## src/rtl/rr_arb_pkg.sv

```systemverilog
// Shared types and default sizing for the round-robin arbiter.
package rr_arb_pkg;

  typedef enum logic {
    IDLE  = 1'b0,
    GRANT = 1'b1
  } state_t;

  localparam int unsigned RR_NUM_REQ  = 8;
  localparam int unsigned RR_HOLD_MAX = 16;

endpackage

```

## src/rtl/rr_pick.sv

```systemverilog
// Rotating-priority encoder: first set request at or after i_ptr, wrapping circularly.
module rr_pick
  import rr_arb_pkg::*;
#(
  parameter int unsigned NUM_REQ = RR_NUM_REQ,
  parameter int unsigned IDX_W   = $clog2(NUM_REQ)
) (
  input  logic [NUM_REQ-1:0] i_req,
  input  logic [IDX_W-1:0]   i_ptr,
  output logic [IDX_W-1:0]   o_idx,
  output logic               o_any
);

  logic [2*NUM_REQ-1:0] w_dbl;
  logic                 w_found;

  // Doubling the vector turns the circular search into a linear one upward from i_ptr.
  assign w_dbl = {i_req, i_req};
  assign o_any = |i_req;

  always_comb begin
    o_idx   = '0;
    w_found = 1'b0;
    for (int unsigned j = 0; j < 2 * NUM_REQ; j++) begin
      if (!w_found && (j >= 32'(i_ptr)) && w_dbl[j]) begin
        o_idx   = IDX_W'(j % NUM_REQ);
        w_found = 1'b1;
      end
    end
  end

endmodule

```

## src/rtl/rr_arbiter.sv

```systemverilog
// Round-robin arbiter with registered one-hot grant, release, owner-drop and hold-limit timeout.
module rr_arbiter
  import rr_arb_pkg::*;
#(
  parameter int unsigned NUM_REQ  = RR_NUM_REQ,
  parameter int unsigned HOLD_MAX = RR_HOLD_MAX,
  parameter int unsigned IDX_W    = $clog2(NUM_REQ)
) (
  input  logic               i_clk,
  input  logic               i_rst,
  input  logic [NUM_REQ-1:0] i_req,
  input  logic               i_release,
  output logic [NUM_REQ-1:0] o_gnt,
  output logic               o_gnt_valid,
  output logic [IDX_W-1:0]   o_gnt_idx,
  output logic               o_timeout
);

  localparam int unsigned HC_W = $clog2(HOLD_MAX + 1);

  state_t             r_state, w_state_nxt;
  logic [NUM_REQ-1:0] r_gnt, w_gnt_nxt;
  logic               r_gnt_valid, w_gnt_valid_nxt;
  logic [IDX_W-1:0]   r_gnt_idx, w_gnt_idx_nxt;
  logic               r_timeout, w_timeout_nxt;
  logic [IDX_W-1:0]   r_ptr, w_ptr_nxt;
  logic [HC_W-1:0]    r_hold_cnt, w_hold_cnt_nxt;

  logic [IDX_W-1:0]   w_pick_idx;
  logic               w_pick_any;
  logic               w_owner_req;
  logic               w_expired;

  rr_pick #(
    .NUM_REQ (NUM_REQ),
    .IDX_W   (IDX_W)
  ) u_pick (
    .i_req (i_req),
    .i_ptr (r_ptr),
    .o_idx (w_pick_idx),
    .o_any (w_pick_any)
  );

  assign w_owner_req = i_req[r_gnt_idx];
  assign w_expired   = (r_hold_cnt == HC_W'(HOLD_MAX));

  always_comb begin
    w_state_nxt     = r_state;
    w_gnt_nxt       = r_gnt;
    w_gnt_valid_nxt = r_gnt_valid;
    w_gnt_idx_nxt   = r_gnt_idx;
    w_timeout_nxt   = 1'b0;
    w_ptr_nxt       = r_ptr;
    w_hold_cnt_nxt  = r_hold_cnt;
    case (r_state)
      IDLE: begin
        w_gnt_nxt       = '0;
        w_gnt_valid_nxt = 1'b0;
        if (w_pick_any) begin
          w_gnt_nxt       = {{(NUM_REQ-1){1'b0}}, 1'b1} << w_pick_idx;
          w_gnt_idx_nxt   = w_pick_idx;
          w_gnt_valid_nxt = 1'b1;
          w_hold_cnt_nxt  = HC_W'(1);
          w_state_nxt     = GRANT;
        end
      end
      GRANT: begin
        if (i_release || !w_owner_req || w_expired) begin
          w_gnt_nxt       = '0;
          w_gnt_valid_nxt = 1'b0;
          // Release or owner drop wins over a coincident expiry: pulse only on expiry alone.
          w_timeout_nxt   = !i_release && w_owner_req;
          w_ptr_nxt       = (r_gnt_idx == IDX_W'(NUM_REQ - 1)) ? '0 : r_gnt_idx + 1'b1;
          w_hold_cnt_nxt  = '0;
          w_state_nxt     = IDLE;
        end else begin
          w_hold_cnt_nxt  = r_hold_cnt + 1'b1;
        end
      end
      default: w_state_nxt = IDLE;
    endcase
  end

  always_ff @(posedge i_clk) begin
    if (i_rst) begin
      r_state     <= IDLE;
      r_gnt       <= '0;
      r_gnt_valid <= 1'b0;
      r_gnt_idx   <= '0;
      r_timeout   <= 1'b0;
      r_ptr       <= '0;
      r_hold_cnt  <= '0;
    end else begin
      r_state     <= w_state_nxt;
      r_gnt       <= w_gnt_nxt;
      r_gnt_valid <= w_gnt_valid_nxt;
      r_gnt_idx   <= w_gnt_idx_nxt;
      r_timeout   <= w_timeout_nxt;
      r_ptr       <= w_ptr_nxt;
      r_hold_cnt  <= w_hold_cnt_nxt;
    end
  end

  assign o_gnt       = r_gnt;
  assign o_gnt_valid = r_gnt_valid;
  assign o_gnt_idx   = r_gnt_idx;
  assign o_timeout   = r_timeout;

endmodule
```

## config.mk

```make
export PLATFORM = sky130hd
export DESIGN_NAME = rr_arbiter
export DESIGN_NICKNAME = d
export VERILOG_FILES = /design/src/rtl/rr_arb_pkg.sv /design/src/rtl/rr_pick.sv /design/src/rtl/rr_arbiter.sv
export SDC_FILE = /design/constraint.sdc
export NUM_CORES = 1
export LEC_CHECK = 0
export BUFFER_PORTS_ARGS = -buffer_cell sky130_fd_sc_hd__clkbuf_2
export CAP_MARGIN = 30
export CORE_MARGIN = 3
export CORE_UTILIZATION = 35
export CTS_BUF_LIST = sky130_fd_sc_hd__clkbuf_16
export CTS_CLUSTER_DIAMETER = 60
export DETAILED_ROUTE_END_ITERATION = 7
export PLACE_DENSITY_LB_ADDON = 0.25
export SLEW_MARGIN = 20
export SYNTH_ARGS = -nofsm -noshare
export SYNTH_HDL_FRONTEND = slang
export SYNTH_SLANG_ARGS = --single-unit
```

## constraint.sdc

```tcl
create_clock -name i_clk -period 4 [get_ports i_clk]
set_clock_uncertainty 0.05 [all_clocks]
set_input_delay 0.6 -clock i_clk [delete_from_list [all_inputs] [get_ports i_clk]]
set_output_delay 0.6 -clock i_clk [all_outputs]
set_load 0.02 [all_outputs]
```

# ---- After elaboration in Yosys (flattened, before gate mapping)
# Index checks and enable logic that the tools add are counted.
dict set report word_totals {
  out_inout_bits 13
  regBits 22
  elab_cells 114
}
dict set report op_classes {
  n_addsub 2
  eq_ne 4
  shift 1
  n_mux 44
  magnitude_cmp 8
  n_bitwise 2
  reduce_logical 46
}
# op n
set ops {}
lappend ops {{3-bit 2-to-1 mux} 15}
lappend ops {{1-bit logical AND} 23}
lappend ops {{1-bit 2-to-1 mux} 20}
lappend ops {{1-bit logical NOT} 17}
lappend ops {{8-bit 2-to-1 mux} 2}
lappend ops {{8-bit case mux with 2 select lines} 1}
lappend ops {{5-bit 2-to-1 mux} 2}
lappend ops {{5-bit case mux with 2 select lines} 1}
lappend ops {{3-bit greater-or-equal comparator, first input constant} 3}
lappend ops {{8-bit OR reduction} 1}
lappend ops {{1-bit by 3-bit << shifter with 8-bit output, first input constant} 1}
lappend ops {{1-bit by 3-bit greater-or-equal comparator with 1-bit output, first input constant} 2}
lappend ops {{2-bit by 3-bit greater-or-equal comparator with 1-bit output, first input constant} 2}
lappend ops {{5-bit by 1-bit adder with 5-bit output, second input constant} 1}
lappend ops {{5-bit == test, second input constant} 1}
lappend ops {{3-bit by 4-bit < comparator with 1-bit output, second input constant} 1}
lappend ops {{2-bit by 1-bit != test with 1-bit output, second input constant} 2}
lappend ops {{1-bit case mux with 2 select lines} 2}
lappend ops {{2-bit AND reduction} 2}
lappend ops {{3-bit by 1-bit adder with 3-bit output, second input constant} 1}
lappend ops {{1-bit binary-select mux with 3-bit select} 1}
lappend ops {{3-bit == test, second input constant} 1}
lappend ops {{3-bit OR reduction} 1}
lappend ops {{1-bit logical OR} 2}
lappend ops {{1-bit NOT} 2}

# ---- Logic depth before layout (Yosys ltp)
# Gate-level depths: netlist (run 1).
dict set report depth {
  ltp_word 57
  depth_mapped 8
}

# ---- Hierarchy
# A second synthesis (run 1) with hierarchy kept.
dict set report unflattened {
  hier_cells 171
  hier_area_um2 1402.6
}
# mod instances seq_area_each_um2 area_each_um2 cells_per_inst
set modules_own_cells {}
lappend modules_own_cells {rr_arbiter 1 440.4 1117.3 129}
lappend modules_own_cells {rr_pick 1 0.0 285.3 42}

# ---- Least setup slack after synthesis (run 1)
# OpenSTA, ideal clock, no wires.
dict set report synth_path {
  path_kind {flip-flop to flip-flop}
  from {reg r_gnt_idx[0] (netlist: o_gnt_idx[0])}
  to {reg r_gnt[0] (netlist: o_gnt[0])}
  path_buffers 2
  synth_period_minus_slack_ns 2.245
  t_arrival_ns 2.078
  path_stages_with_launch 8
  setup_ns 0.117
  slack_ns 1.755
  path_cell_list {dfxtp_1 mux4_1 mux2_4 and3_4 buf_6 nor2b_4 buf_6 a32o_1}
}
dict set report synth_via {
  elab_chain_len 6
}
# element line_no
set synth_lines {}
lappend synth_lines {{from (decl)} rr_arbiter.sv:24} ;# logic [IDX_W-1:0] r_gnt_idx, w_gnt_idx_nxt;
lappend synth_lines {{from (signal assigned)} rr_arbiter.sv:97} ;# r_gnt_idx <= w_gnt_idx_nxt;
lappend synth_lines {{1-bit binary-select mux with 3-bit select} rr_arbiter.sv:44} ;# assign w_owner_req = i_req[r_gnt_idx];
lappend synth_lines {{1-bit 2-to-1 mux (not written as such)} rr_arbiter.sv:44}
lappend synth_lines {{1-bit logical NOT} rr_arbiter.sv:68} ;# if (i_release || !w_owner_req || w_expired) begin
lappend synth_lines {{1-bit logical OR (2 in series)} rr_arbiter.sv:68}
lappend synth_lines {{2-bit by 1-bit != test with 1-bit output (no source line)} --}
lappend synth_lines {{to (signal assigned)} rr_arbiter.sv:95} ;# r_gnt <= w_gnt_nxt;
lappend synth_lines {{to (decl)} rr_arbiter.sv:22} ;# logic [NUM_REQ-1:0] r_gnt, w_gnt_nxt;
# Every way passes these cells. The select of a mux whose other input is x is not followed.
# A chain may end at the register's enable or synchronous reset.

# ---- Final worst setup path (run 1)
dict set report layout_path {
  from {in i_req[0]}
  to {reg r_gnt[5] (netlist: o_gnt[5])}
}
dict set report layout_via {
  elab_chain_len 56
}
# element line_no
set layout_lines {}
lappend layout_lines {{from (decl)} rr_arbiter.sv:11} ;# input logic [NUM_REQ-1:0] i_req,
lappend layout_lines {{1-bit logical AND} rr_pick.sv:25} ;# if (!w_found && (j >= 32'(i_ptr)) && w_dbl[j]) begin
lappend layout_lines {{1-bit 2-to-1 mux} rr_pick.sv:25}
lappend layout_lines {{1-bit logical NOT} rr_pick.sv:25}
lappend layout_lines {{1-bit logical AND (2 in series)} rr_pick.sv:25}
lappend layout_lines {{1-bit 2-to-1 mux} rr_pick.sv:25}
lappend layout_lines {{1-bit logical NOT} rr_pick.sv:25}
lappend layout_lines {{1-bit logical AND (2 in series)} rr_pick.sv:25}
lappend layout_lines {{1-bit 2-to-1 mux} rr_pick.sv:25}
lappend layout_lines {{[38 not listed]} --}
lappend layout_lines {{1-bit logical AND} rr_pick.sv:25}
lappend layout_lines {{1-bit 2-to-1 mux} rr_pick.sv:25}
lappend layout_lines {{1-bit logical NOT} rr_pick.sv:25}
lappend layout_lines {{1-bit logical AND} rr_pick.sv:25}
lappend layout_lines {{3-bit 2-to-1 mux} rr_pick.sv:25}
lappend layout_lines {{1-bit by 3-bit << shifter with 8-bit output} rr_arbiter.sv:60} ;# w_gnt_nxt = {{(NUM_REQ-1){1'b0}}, 1'b1} << w_pick_idx;
lappend layout_lines {{8-bit 2-to-1 mux} rr_arbiter.sv:59} ;# if (w_pick_any) begin
lappend layout_lines {{8-bit case mux with 2 select lines} rr_arbiter.sv:55} ;# case (r_state)
# Several ways; a longest one is shown, not always the timed one. The select of a mux whose other input is x is not followed.

==> impl_metrics.ini, run 1 <==
[yosys]
avgSynthCellArea_sq_um = 9.51
post-synth-top-count-cell = dfxtp_1
ys_warn_count = 0
synth_area_leader_cell = dfxtp_1
synth-edff-count = 0
netlist_area_sq_um = 1270
synth_common_cells = 22 x dfxtp_1, 18 x nor2_1, 9 x a32o_1, 7 x nand2_1
synth_cell_types = 48
netlist_instances = 134
syn_nets = 149
synthTopCellsByArea = dfxtp_1 35%, a32o_1 7.1%, nor2_1 5.3%, mux4_1 4.1%, ha_1 3.9%
async_reset_ff_share_pct = 0
ys_seq_elements = 22
ys_dominant_reg_cell = dfxtp_1
yosysTopAreaCellShare_pct = 34.6
ys_seq_area_share_pct = 34.6

[sta]
finalSetupTns_ps = 0
slew_viol_final = 0
rsz0062_at_grt = false
fmax_mhz = 453
fin_crit_sh_pct = 55.2
setup_violations = 0
final_hold_viol_count = 0
holdWs_ps = 418
relSlewSlack_pct = 54.8
period_needed_ps = 2210
tightestPinTransition_ps = 672

[clocking]
cts_num_sinks = 22
clk_latency_ps = 260
cts-root-buf = clkbuf_16
cts_buffer_depth = 2
cts-resized-gates = 0
clk_pin_slew_ps = 60
cts_made_buffers = 3
post_cts_buffers = 0
cts_tree = done
htree_levels = 1
cts_hold_buf = 0

[worst_setup_path]
arrival_ps = 2310
worstSetupEndpointType = register
cp-start-kind = input port
cp_max_fo = 8
r2r_start = r_ptr[1]
startpoint = i_req[0]
r2r_cells = 5
r2r-end = o_gnt[0]
r2r_slack_ps = 1850
critPathKind = in -> reg
cp.required_ps = 4100

[cells_and_area]
syn_to_final_growth_pct = 18.3
final_cell_count_no_fill = 201
diodes = 0
drive_gt1_share_pct = 26.5
nNetsFinal = 171

[drt]
drt-pass1-iter-count = 4
ant_nets = 0
viasPerCell = 5.54
drc_errors = 0
drtIter0Drc = 59
wire_per_inst_um = 14.2
routed_wl_um = 2850
num_vias = 1113

[hold_path]
hold_path_depth = 1
holdPathEnd = o_gnt[6]
min_from = o_gnt[6]
worstHoldPathType = reg -> reg

[floorplanning]
start_util_pct = 37.3
num_rows = 21
dieHeight_um = 66.3
io_pins = 24
die-area_sq_um = 4400
core_sq_um = 3420
die_w_um = 66.3

[placed_design]
dp_hpwl_um = 2160
place_inst = 197
gp_congestion = 0.856
io_buffers = 23

[grt]
grt_max_degree = 18
grt_pass1_vias = 1111
grt-ovfl-total = 0
grt_use_total_pct = 14.1
antenna_found_initial = 0
grt_pass1_wl_um = 4840

[outcome]
outcome = finished clean

[pwr]
ir_drop_uv = 204
leakagePower_nw = 0.610
power_density_nw_per_um2 = 423

[flow_run]
cap_violations = 0
[cell families (layout without fill, tap and decap cells)]
family	after synthesis	count (layout)	synth area share, %
xor+xnor	1	1	0.688
fa+ha+maj	4	4	3.93
mux	7	7	8.45
simple gates	54	54	23.5
compound gates	35	35	23.9
flops	22	22	34.6
buf+inv	11	32	5.01
[worst max-delay path, stage by stage]
cell,delay [ps]
clkbuf_2,120
or4_4,580
nor3_1,260
nor2_1,190
and3b_1,280
a32o_1,270
[layout make-up]
cell class                      instances  area, sq um
Tap cell                               46         57.6
Clock inverter                          1         30.0
Sequential cell                        22          440
Fill cell                             348         1910
Multi-Input combinational cell        101          769
Inverter                                5         18.8
Timing Repair Buffer                   23          115
Clock buffer                            3         75.1
[per-layer routing]
layer	GRT usage, %	part of all wire [%]
met2	24.2	46
met4	5.58	2.6
met3	3.06	4.5
met1	17.0	47
met5	0	0
[worst max path at each step]
stage,end,depth (start not counted)
after floorplan,o_gnt[0],7
after global placement,o_gnt[6],6
after detailed placement,o_gnt[5],6
after CTS,o_gnt[5],6
after global routing,o_gnt[2],5
final,o_gnt[5],6
[where the power goes]
part	switching, W	leakage [nW]	internal (W)
clock network	0.0000821	0.0511	0.000199
registers	0.0000163	0.180	0.000232
logic	0.0000612	0.380	0.0000469
total	0.000160	0.610	0.000477
[metrics by stage]
step           total power, W  utilization, %  worst slack [ps]  instance area [sq um]
5_1_grt              0.000663            44.1              1660                   1510
3_5_place_dp         0.000360            41.0              1540                   1400
4_1_cts              0.000642            44.1              1800                   1510
6_report             0.000637            44.1              1790                   1510
3_3_place_gp         0.000359            41.0              1530                   1400
2_1_floorplan        0.000330               -              1750                   1270
[flip-flops by register name, indices dropped and copies added, names as in the netlist]
name         count
o_gnt            8
o_gnt_idx        3
o_gnt_valid      1
o_timeout        1
r_hold_cnt       5
r_ptr            3
r_state          1
[cell usage in the layout (no fill, tap or decap), types with 2 or more instances in the layout]
cell type,n
a211oi_1,3
a21oi_1,3
a31oi_1,2
a32o_1,9
and2_1,3
clkbuf_16,3
clkbuf_2,23
dfxtp_1,22
ha_1,4
inv_1,5
mux2i_1,4
mux4_1,2
nand2_1,7
nand2b_1,3
nand3_1,5
nor2_1,18
nor2b_1,3
nor3_1,2
nor4_1,2
o21ai_0,2
or2_2,2
Note: power is estimated with default switching activity, not from simulation.
==> run 2: changes to the inputs <==
==> constraint.sdc (replaced) <==
create_clock -name i_clk -period 1.8 [get_ports i_clk]
set_clock_uncertainty 0.05 [all_clocks]
set_input_delay 0.27 -clock i_clk [delete_from_list [all_inputs] [get_ports i_clk]]
set_output_delay 0.27 -clock i_clk [all_outputs]
set_load 0.02 [all_outputs]
==> impl_metrics.ini, run 2 (synthesis gave the netlist of run 1 again) <==
[drt]
ant_nets = 0
num_vias = 1242
wire_per_inst_um = 15.1
drc_errors = 0
drtIter0Drc = 59
routed_wl_um = 3470
viasPerCell = 5.40
drt-pass1-iter-count = 4

[pwr]
pwr-share-clk_pct = 34.2
seqPwrFrac_pct = 41.0
internal_power_w = 0.000978
leakagePower_nw = 0.746
netSwitchingPower_w = 0.000374
power_density_nw_per_um2 = 761
p_comb_share_pct = 24.8
ir_drop_uv = 302
p_sw_share_pct = 27.7

[sta]
rsz0062_at_grt = true
fin_crit_sh_pct = 109
setup_violations = 18
slew_viol_final = 0
relSlewSlack_pct = 77.7
finalSetupTns_ps = -1770
period_needed_ps = 1950
fmax_mhz = 512
tightestPinTransition_ps = 335
final_hold_viol_count = 0
setup_slack_ps = -153

[worst_setup_path]
critPathKind = reg -> reg
arrival_ps = 2050
worstSetupEndpointType = register
cp-start-kind = register
cp.required_ps = 1890
r2r_slack_ps = -150
cp_max_fo = 8

[floorplanning]
io_pins = 24
start_util_pct = 37.3
die-area_sq_um = 4400
core_sq_um = 3420
num_rows = 21
die_w_um = 66.3
dieHeight_um = 66.3

[grt]
antenna_found_initial = 0
grt-ovfl-total = 0
grt_pass1_wl_um = 5870
grt_pass1_vias = 1260
grt_use_total_pct = 17.3
grt_max_degree = 16

[cells_and_area]
diodes = 0
final_cell_count_no_fill = 230
final_cell_mix = 27 x buf_4, 23 x clkbuf_2, 18 x dfxtp_1
drive_gt1_share_pct = 46.7
nNetsFinal = 200
final_common_cell = buf_4
fillers = 321
largest_register_ffs = 8
fin_area_sq_um = 1780
syn_to_final_growth_pct = 39.5
final_util_pct = 52.0

[clocking]
cts_hold_buf = 0
cts_buffer_depth = 2
cts-root-buf = clkbuf_16
htree_levels = 1
clk_latency_ps = 250
cts_num_sinks = 22
cts_made_buffers = 3
cts_tree = done
clk_pin_slew_ps = 60

[flow_run]
cap_violations = 0

[placed_design]
io_buffers = 23
place_inst = 224
gp_congestion = 0.891
dp_hpwl_um = 2670
dpl_cell_area_sq_um = 1600

[outcome]
outcome = complete, but fails checks
violations = setup timing

[hold_path]
worstHoldPathType = in -> reg
[run 2: changes by cell type in the layout (fill, tap and decap cells not counted), moves of 2 or more]
| cell | change |
|---|---|
| dfxtp_4 | +2 |
| dfxtp_1 | -4 |
| buf_6 | +2 |
| dfxtp_2 | +2 |
| a21oi_2 | +2 |
| a21oi_1 | -2 |
| mux4_2 | +2 |
| buf_4 | +27 |
| mux4_1 | -2 |
[run 2: through the flow]
stage | hold slack, ps | power [W] | worst slack (ps)
floorplan | 416 | 0.000736 | -243
global placement | 403 | 0.000861 | -277
detailed placement | 404 | 0.000868 | -321
CTS | 342 | 0.00134 | -157
global route | 362 | 0.00142 | -190
finish | 357 | 0.00135 | -153
[run 2: final timing paths]
path,startpoint,endpoint,cells past startpoint
worst min-delay path,i_release,o_timeout,3
worst min register to register,o_gnt[5],o_gnt[5],1
worst max-delay path,o_gnt_idx[0],o_gnt[3],5
worst max register to register,o_gnt_idx[0],o_gnt[3],5
[run 2: power groups by stage]
| stage | Sequential (W) | Combinational (W) | Clock (W) |
|---|---|---|---|
| 6_report | 0.000554 | 0.000336 | 0.000462 |
| 5_1_grt | 0.000559 | 0.000369 | 0.000494 |
| 4_1_cts | 0.000553 | 0.000318 | 0.000465 |
| 3_5_place_dp | 0.000563 | 0.000305 | 0 |
| 3_3_place_gp | 0.000561 | 0.000300 | 0 |
| 2_1_floorplan | 0.000568 | 0.000168 | 0 |
[run 2: what timing repair did]
item,4_1_cts,5_1_grt
setup endpoints to repair,18,21
pin swaps,6,9
resized for setup,5,15
setup buffers,1,1
[run 2: metal layers]
layer | global-route usage [%] | share of wire (%)
met1 | 21.1 | 43
met4 | 7.11 | 2.0
met2 | 30.5 | 51
met5 | 0 | 0
met3 | 2.04 | 3.6
[run 2: area by class of cell]
type / count / area, sq um / share of cell area [%]
Clock buffer: 3 / 75.1 / 4.23
Clock inverter: 1 / 3.75 / 0.211
Inverter: 5 / 18.8 / 1.06
Multi-Input combinational cell: 101 / 831 / 46.8
Sequential cell: 22 / 450 / 25.4
Tap cell: 46 / 57.6 / 3.24
Timing Repair Buffer: 52 / 340 / 19.2
[run 2: critical path, cell delays in order (launching register included)]
cell,delay (ps)
dfxtp_4,390
mux4_2,530
mux2_4,310
and3_4,200
nor2b_4,150
a32o_1,220
==> run 3: changes to the inputs <==
--- a/config.mk
+++ b/config.mk
@@ -7,12 +7,15 @@
 export LEC_CHECK = 0
 export BUFFER_PORTS_ARGS = -buffer_cell sky130_fd_sc_hd__clkbuf_2
 export CAP_MARGIN = 30
+export CELL_PAD_IN_SITES_DETAIL_PLACEMENT = 1
+export CELL_PAD_IN_SITES_GLOBAL_PLACEMENT = 1
 export CORE_MARGIN = 3
 export CORE_UTILIZATION = 35
-export CTS_BUF_LIST = sky130_fd_sc_hd__clkbuf_16
+export CTS_BUF_LIST = sky130_fd_sc_hd__clkbuf_4
 export CTS_CLUSTER_DIAMETER = 60
 export DETAILED_ROUTE_END_ITERATION = 7
 export PLACE_DENSITY_LB_ADDON = 0.25
+export SKIP_CTS_REPAIR_TIMING = 1
 export SLEW_MARGIN = 20
 export SYNTH_ARGS = -nofsm -noshare
 export SYNTH_HDL_FRONTEND = slang
==> impl_metrics.ini, run 3 (synthesis gave the netlist of run 1 again) <==
[clocking]
htree_levels = 1
clk_latency_ps = 300
clk_pin_slew_ps = 120
cts_tree = done
cts_made_buffers = 3
cts_buffer_depth = 2
cts-root-buf = clkbuf_4
cts_num_sinks = 22

[sta]
fmax_mhz = 522
tightestPinTransition_ps = 379
setup_slack_ps = -116
relSlewSlack_pct = 74.7
setup_violations = 15
rsz0062_at_grt = true
holdWs_ps = 289
finalSetupTns_ps = -1270
final_hold_viol_count = 0
slew_viol_final = 0
fin_crit_sh_pct = 106
period_needed_ps = 1920

[cells_and_area]
final_common_cell = buf_4
final_cell_mix = 26 x buf_4, 23 x clkbuf_2, 18 x dfxtp_1
diodes = 0
syn_to_final_growth_pct = 32.5
final_cell_count_no_fill = 227
largest_register_ffs = 8
final_util_pct = 49.4
nNetsFinal = 197
drive_gt1_share_pct = 44.2

[flow_run]
cap_violations = 0

[floorplanning]
die_w_um = 66.3
dieHeight_um = 66.3
io_pins = 24
start_util_pct = 37.3
core_sq_um = 3420
die-area_sq_um = 4400
num_rows = 21

[grt]
grt-ovfl-total = 0
grt_pass1_vias = 1252
grt_pass1_wl_um = 6200
grt_use_total_pct = 18.4
antenna_found_initial = 0
grt_max_degree = 17

[worst_setup_path]
cp-start-kind = register
critPathKind = reg -> reg
startpoint = o_gnt_idx[0]
cp_num_buf_inv = 0
arrival_ps = 2070
slowest_stage = mux4_2
cp_top_family = multiplexers
r2r_start = o_gnt_idx[0]
worstSetupEndpointType = register
crit_chain = mux4_2 -> mux2_4 -> and3_4 -> nor2b_4 -> a32o_1
crit_cells = 5
cp_max_fo = 8
r2r_cells = 5
slowest_delay_ps = 510
cp.required_ps = 1960

[pwr]
ir_drop_uv = 504
power_density_nw_per_um2 = 676
leakagePower_nw = 0.708

[drt]
top_layer_used = met4
viasPerCell = 5.48
routed_wl_um = 3840
drc_errors = 0
drt-pass1-iter-count = 4
drtIter0Drc = 49
wire_per_inst_um = 16.9
ant_nets = 0
num_vias = 1245
wl_met1_um = 1770
wl_met2_um = 1850
wl_met3_um = 180

[placed_design]
dp_hpwl_um = 3030
gp_congestion = 0.936
dp_slack_ps = -295
io_buffers = 23
place_inst = 222

[outcome]
violations = setup timing
outcome = complete, but fails checks

[hold_path]
hold_path_depth = 3
worstHoldPathType = in -> reg
min_from = i_release
-- run 3: final cells by class --
| cell class | count | area [sq um] |
|---|---|---|
| multi-input cells | 101 | 821 |
| fillers | 410 | 1730 |
| well taps | 46 | 57.6 |
| repair buffers | 49 | 310 |
| clock buffers | 4 | 30.0 |
| flip-flops and latches | 22 | 450 |
| inverters | 5 | 18.8 |
-- run 3: layer usage --
layer  vias to the layer above  GRT usage, %
li1                        605             -
met1                       608          24.9
met2                        28          30.6
met3                         4          4.59
met4                         0          1.52
met5                         -             0
-- run 3: path summary, 6_finish.rpt --
path | endpoint | slack (ps)
worst max-delay path | o_gnt[4] | -120
worst min-delay path | o_timeout | 290
worst max register to register | o_gnt[4] | -120
worst min register to register | o_gnt[2] | 430
-- run 3: per-stage QoR --
step	power (W)	area [sq um]
CTS	0.00113	1620
finish	0.00114	1690
floorplan	0.000736	1270
global placement	0.000864	1590
global route	0.00120	1690
detailed placement	0.000878	1590
-- run 3: worst reg2reg max path, delay by kind of cell, from the launching register on --
kind            cells  cell delay, ps
mux                 2             820
flops               1             400
simple gates        2             340
compound gates      1             220
-- run 3: where the power goes --
| group | switching (W) | total [W] | internal [W] | leakage (nW) |
|---|---|---|---|---|
| Combinational | 0.000182 | 0.000345 | 0.000163 | 0.508 |
| Clock | 0.000145 | 0.000246 | 0.000101 | 0.0184 |
| Sequential | 0.0000343 | 0.000550 | 0.000516 | 0.182 |
| Total | 0.000361 | 0.00114 | 0.000780 | 0.708 |
